===== config.mk =====
export PLATFORM = sky130hd
export DESIGN_NAME = pipeline_ctrl
export DESIGN_NICKNAME = d
export VERILOG_FILES = /design/src/rtl/pipeline_ctrl.sv
export SDC_FILE = /design/constraint.sdc
export NUM_CORES = 1
export LEC_CHECK = 0
export CORE_ASPECT_RATIO = 0.8
export CORE_MARGIN = 10
export CORE_UTILIZATION = 45
export CTS_CLUSTER_SIZE = 12
export DETAILED_ROUTE_END_ITERATION = 6
export GPL_ROUTABILITY_DRIVEN = 0
export PLACE_DENSITY = 0.83
export SLEW_MARGIN = 10
export SYNTH_ARGS = -nofsm -noshare
export SYNTH_HDL_FRONTEND = slang
export SYNTH_SLANG_ARGS = --single-unit

===== constraint.sdc =====
create_clock -name clk -period 2.88 [get_ports clk]
set_clock_uncertainty 0.1 [all_clocks]
set_input_delay 0.288 -clock clk [delete_from_list [all_inputs] [get_ports clk]]
set_output_delay 0.288 -clock clk [all_outputs]
set_load 0.01 [all_outputs]

===== src/rtl/pipeline_ctrl.sv =====
// -----------------------------------------------------------------------------
// pipeline_ctrl
//
// Hazard / sequencing controller for a classic five-stage pipeline. It
// arbitrates between exceptions/ERET, data-memory wait states, a multicycle
// divide and load-use hazards. It drives per-register stall (hold) and flush
// (bubble) controls, PC source select and divider handshake pulses.
//
// Ports
//   clk           in   1  rising-edge clock
//   reset         in   1  asynchronous active-high reset
//   id_rs, id_rt  in   5  source registers of the instruction in ID
//   ex_MemRead    in   1  instruction in EX is a load
//   ex_rd         in   5  destination register of the instruction in EX
//   ex_div_start  in   1  divide in EX requests the multicycle divider
//   mem_except    in   1  exception recognised in MEM
//   mem_eret      in   1  ERET recognised in MEM
//   dmem_ready    in   1  data memory has completed the current access
//   stall_*       out  1  hold PC / IF_ID / ID_EX / EX_MEM
//   flush_*       out  1  load a bubble into IF_ID / ID_EX / EX_MEM / MEM_WB
//   pc_sel        out  2  00 sequential/branch, 01 exception vector, 10 EPC
//   div_busy      out  1  divider is holding the pipeline
//   div_done      out  1  one-cycle divide completion pulse
//   div_abort     out  1  one-cycle divide cancel pulse
//
// Outputs are combinational from state, counter and inputs so that the
// pipeline reacts in the same cycle an event is presented. Reset forces all
// outputs low immediately, without waiting for a clock edge.
// -----------------------------------------------------------------------------
module pipeline_ctrl #(
    parameter int DIV_CYCLES = 32
) (
    input  logic       clk,
    input  logic       reset,
    input  logic [4:0] id_rs,
    input  logic [4:0] id_rt,
    input  logic       ex_MemRead,
    input  logic [4:0] ex_rd,
    input  logic       ex_div_start,
    input  logic       mem_except,
    input  logic       mem_eret,
    input  logic       dmem_ready,
    output logic       stall_pc,
    output logic       stall_if_id,
    output logic       stall_id_ex,
    output logic       stall_ex_mem,
    output logic       flush_if_id,
    output logic       flush_id_ex,
    output logic       flush_ex_mem,
    output logic       flush_mem_wb,
    output logic [1:0] pc_sel,
    output logic       div_busy,
    output logic       div_done,
    output logic       div_abort
);

    localparam int CNT_W = 6;

    localparam logic [1:0] PC_SEQ = 2'b00;
    localparam logic [1:0] PC_EXC = 2'b01;
    localparam logic [1:0] PC_EPC = 2'b10;

    localparam logic [CNT_W-1:0] DIV_LOAD = CNT_W'(DIV_CYCLES - 1);

    typedef enum logic [1:0] {
        RUN = 2'b00,
        DIV = 2'b01,
        EXC = 2'b10
    } state_t;

    state_t             state_q;
    state_t             state_d;
    logic [CNT_W-1:0]   cnt_q;
    logic [CNT_W-1:0]   cnt_d;

    // Raw stall requests before flush-over-stall resolution.
    logic               stall_pc_s;
    logic               stall_if_id_s;
    logic               stall_id_ex_s;
    logic               stall_ex_mem_s;
    logic               load_use_s;
    logic               exc_req_s;
    logic [1:0]         exc_pc_s;

    // Load-use hazard: register 0 is hard-wired zero and never forwards a load.
    always_comb begin
        load_use_s = ex_MemRead && (ex_rd != 5'd0) &&
                     ((ex_rd == id_rs) || (ex_rd == id_rt));
    end

    // Exception request and its PC source; mem_except wins over mem_eret.
    always_comb begin
        exc_req_s = mem_except || mem_eret;
        if (mem_except) begin
            exc_pc_s = PC_EXC;
        end else begin
            exc_pc_s = PC_EPC;
        end
    end

    // Next-state, counter and output decode in priority order:
    // exception/ERET > dmem wait > divide > load-use.
    always_comb begin
        state_d        = state_q;
        cnt_d          = cnt_q;
        stall_pc_s     = 1'b0;
        stall_if_id_s  = 1'b0;
        stall_id_ex_s  = 1'b0;
        stall_ex_mem_s = 1'b0;
        flush_if_id    = 1'b0;
        flush_id_ex    = 1'b0;
        flush_ex_mem   = 1'b0;
        flush_mem_wb   = 1'b0;
        pc_sel         = PC_SEQ;
        div_busy       = 1'b0;
        div_done       = 1'b0;
        div_abort      = 1'b0;

        if (reset) begin
            state_d = RUN;
            cnt_d   = {CNT_W{1'b0}};
        end else begin
            case (state_q)
                RUN: begin
                    if (exc_req_s) begin
                        flush_if_id  = 1'b1;
                        flush_id_ex  = 1'b1;
                        flush_ex_mem = 1'b1;
                        pc_sel       = exc_pc_s;
                        state_d      = EXC;
                    end else if (!dmem_ready) begin
                        // Freeze everything upstream of MEM; WB gets a bubble.
                        stall_pc_s     = 1'b1;
                        stall_if_id_s  = 1'b1;
                        stall_id_ex_s  = 1'b1;
                        stall_ex_mem_s = 1'b1;
                        flush_mem_wb   = 1'b1;
                    end else if (ex_div_start) begin
                        // The start cycle counts as the first held cycle.
                        stall_pc_s     = 1'b1;
                        stall_if_id_s  = 1'b1;
                        stall_id_ex_s  = 1'b1;
                        stall_ex_mem_s = 1'b1;
                        flush_mem_wb   = 1'b1;
                        div_busy       = 1'b1;
                        cnt_d          = DIV_LOAD;
                        state_d        = DIV;
                    end else if (load_use_s) begin
                        stall_pc_s    = 1'b1;
                        stall_if_id_s = 1'b1;
                        flush_id_ex   = 1'b1;
                    end else begin
                        state_d = RUN;
                    end
                end

                DIV: begin
                    if (exc_req_s) begin
                        flush_if_id  = 1'b1;
                        flush_id_ex  = 1'b1;
                        flush_ex_mem = 1'b1;
                        pc_sel       = exc_pc_s;
                        div_abort    = 1'b1;
                        cnt_d        = {CNT_W{1'b0}};
                        state_d      = EXC;
                    end else if (!dmem_ready) begin
                        // Memory wait freezes the divide count as well.
                        stall_pc_s     = 1'b1;
                        stall_if_id_s  = 1'b1;
                        stall_id_ex_s  = 1'b1;
                        stall_ex_mem_s = 1'b1;
                        flush_mem_wb   = 1'b1;
                        div_busy       = 1'b1;
                    end else if (cnt_q == {CNT_W{1'b0}}) begin
                        // Completion cycle: pipeline is released this cycle.
                        div_done = 1'b1;
                        state_d  = RUN;
                    end else begin
                        stall_pc_s     = 1'b1;
                        stall_if_id_s  = 1'b1;
                        stall_id_ex_s  = 1'b1;
                        stall_ex_mem_s = 1'b1;
                        flush_mem_wb   = 1'b1;
                        div_busy       = 1'b1;
                        cnt_d          = cnt_q - {{(CNT_W-1){1'b0}}, 1'b1};
                    end
                end

                EXC: begin
                    // One-cycle recovery slot: squash the wrong-path fetch,
                    // ignore all requests, resume normal sequencing next cycle.
                    flush_if_id = 1'b1;
                    state_d     = RUN;
                end

                default: begin
                    // Unreachable encoding: recover to a clean RUN state.
                    cnt_d   = {CNT_W{1'b0}};
                    state_d = RUN;
                end
            endcase
        end
    end

    // Flush wins over stall for any pipeline register driven by both.
    always_comb begin
        stall_pc     = stall_pc_s;
        stall_if_id  = stall_if_id_s  & ~flush_if_id;
        stall_id_ex  = stall_id_ex_s  & ~flush_id_ex;
        stall_ex_mem = stall_ex_mem_s & ~flush_ex_mem;
    end

    // State and divide counter registers.
    always_ff @(posedge clk or posedge reset) begin
        if (reset) begin
            state_q <= RUN;
            cnt_q   <= {CNT_W{1'b0}};
        end else begin
            state_q <= state_d;
            cnt_q   <= cnt_d;
        end
    end

endmodule


==> flow_summary.yaml <==
clock_network:
  insertion_delay_ns: 0.26
  cts_resized: 0
  cts_max_path_buffers: 2
  clock-sinks: 8
  post_cts_buffers: 0
  root_buffer: "clkbuf_4"
  cts_hold_buf: 0
  cts.htree.levels: 1
  tritoncts: "built"
  numCtsBuffers: 3
  clk_pin_slew_worst_paths_ns: 0.06
sta:
  maxSlewHeadroom_pct: 69.9
  post-route-min-period_ns: 2.70
  worst_slew_pin_slew_ns: 0.451
  rsz0062_at_grt: "no"
  fin_crit_sh_pct: 93.7
  finalHoldViolCount: 0
  fin_tns_setup_ns: 0
  report.final.slew_viol_count: 0
  finalSetupViolations: 0
  fmax_ghz: 0.371
setup_path:
  cp_max_fo: 7
  critPathTopFamily: "buffers and inverters"
  cpPeakStageDelay_ns: 0.56
  crit_path_frequent_cell: "clkdlybuf4s50_1"
  cp.arrival_ns: 2.31
  timing.critical_path.slowest_stage_cell: "clkdlybuf4s50_1"
  cp.depth: 5
  ff2ff_path_depth: 5
  path_class: "in2out"
  crit_chain: "clkdlybuf4s50_1 -> or4_4 -> o22ai_1 -> o21bai_1 -> clkdlybuf4s50_1"
  worstPathRequired_ns: 2.49
  startpoint_type: "primary input"
  end_kind: "output port"
  cp.buffers_inverters: 2
drt:
  vias: 902
  drt_iter0_markers: 37
  drt_wl_total_um: 2650
  avgViaCountPerCell: 5.67
  drc: 0
  drt.antenna.violating_nets: 0
  routedWlPerCell_um: 16.7
  first_pass_iters: 4
power_and_ir_drop:
  power.density_nw_per_um2: 317
  p_leak_nw: 0.474
  ir_drop_mv: 0.213
synth:
  synth_cell_types: 38
  ys_seq_area_share_pct: 24.2
  synth_compound_area_share_pct: 26.6
  synth-adder-area-share_pct: 3.02
  yosys.area_share.xor_xnor_pct: 10.6
  syn_area_sq_um: 828
  synthSimpleGateAreaFrac_pct: 30.1
  yosys_warnings: 0
  yosysTopAreaCell: "dfrtp_1"
  netlist_instances: 101
  synth-seq-cells: 8
  syn-mean-instance-area_sq_um: 8.20
  synth_mux_area_share_pct: 0
  synth_top_family_by_area: "simple AND/OR/NAND/NOR gates"
  synth_area_leaders: "dfrtp_1, xor2_1, nor2_1, o31ai_1, nor3_1"
  syn_nets: 125
  synth_top_area_share_pct: 24.2
final_layout:
  final_common_cell: "clkdlybuf4s50_1"
  layout.cells.non_filler: 159
  final_nets: 163
  drive_above_1_share_pct: 9.49
  most-common-layout-cells: "clkdlybuf4s50_1, nor2_1, xor2_1"
  fillCellCount: 150
  area_growth_pct: 46.5
  n_antenna_cell: 0
global_route:
  met2_usage_pct: 23.5
  grt_pass1_vias: 867
  antenna_found_initial: 0
  overflow: 0
  grt_busiest_layer: "met2"
  track_usage_pct: 13.8
  grt_start_max_net_pins: 14
  use_met1_pct: 16.6
  grt_pass1_wl_um: 4400
  grt_use_met3_pct: 4.35
floorplanning:
  start_util_pct: 49.0
  ioPinCount: 35
  die_w_um: 68.0
  coreArea_sq_um: 1690
  rows: 13
  dieArea_sq_um: 3970
  die_y_um: 58.4
placement:
  port_buffers: 34
  place_inst: 156
  dp_hpwl_um: 2120
min_path:
  hold-path-cell-count: 2
  hold_path_class: "reg2reg"
job:
  cap_violations: 0
run_status:
  status: "finished clean"
cells in the mapped netlist, drive strengths merged:
cell type	count
nor2	15
xor2	10
dfrtp	8
nor3	7
o31ai	6
o21ai	5
nand2	4
o21a	4
o22ai	4
buf	3
inv	3
o21bai	3
a21oi	2
and2	2
and3	2
clkbuf	2
ha	2
nor4b	2
or3	2
or4	2
a22o	1
a22oi	1
and4	1
nand2b	1
nand3	1
nand3b	1
nand4	1
nor2b	1
nor4	1
o311a	1
o32ai	1
o41ai	1
or2	1
registers in the layout, summed over array words and instances, names as in the netlist:
name     count
cnt_q        6
state_q      2
through the flow:
| step | area [sq um] | power [mW] | setup WS (ns) | hold slack, ns | util [%] |
|---|---|---|---|---|---|
| CTS | 1210 | 0.386 | 0.192 | 0.455 | 71.7 |
| finish | 1210 | 0.384 | 0.182 | 0.461 | 71.7 |
| detailed placement | 1190 | 0.295 | 0.190 | 0.416 | 70.4 |
| floorplan | 828 | 0.223 | 0.873 | 0.202 | - |
| global route | 1210 | 0.408 | 0.0876 | 0.493 | 71.7 |
| global placement | 1190 | 0.292 | 0.259 | 0.411 | 70.4 |
worst paths after layout:
kind	from	endpoint	slack, ns
max reg2reg	state_q[1]	cnt_q[4]	0.90
min	cnt_q[5]	cnt_q[5]	0.46
min in group asynchronous	reset	state_q[0]	0.52
max in group asynchronous	reset	cnt_q[3]	2.02
min reg2reg	cnt_q[5]	cnt_q[5]	0.46
max	mem_eret	stall_if_id	0.18
final cells by class:
class	count	area [sq um]	share of cell area [%]
sequential	8	200	16.5
timing repair buffer	38	370	30.5
clock buffer	3	22.5	1.86
multi-input combinational	85	582	47.9
inverter	3	11.3	0.928
tap	22	27.5	2.27
logic make-up (layout without fill, tap and decap cells):
group | after synthesis | count (layout)
AND/OR/NAND/NOR | 44 | 44
AO/OA/AOI/OAI | 29 | 29
XOR/XNOR | 10 | 10
flip-flops | 8 | 8
buffers and inverters | 8 | 44
adder cells (fa/ha/maj) | 2 | 2
routing by layer:
metal / vias to the layer above / wire, um
met4: 0 / 8
met5: - / 0
met2: 36 / 1340
met3: 2 / 178
met1: 418 / 1120
li1: 446 / -
power breakdown:
part / leakage (nW) / internal (mW) / switching [mW] / total (mW)
combinational: 0.357 / 0.0824 / 0.0743 / 0.157
sequential: 0.103 / 0.124 / 0.0161 / 0.140
clock: 0.0138 / 0.0478 / 0.0402 / 0.0880
worst reg2reg max path: stages, from the launching register on:
cell     delay (ns)
dfrtp_1        0.47
or4_4          0.55
buf_4          0.18
o32ai_4        0.24
or2_4          0.23
o31ai_1        0.09
(Power assumes the default switching activity.)
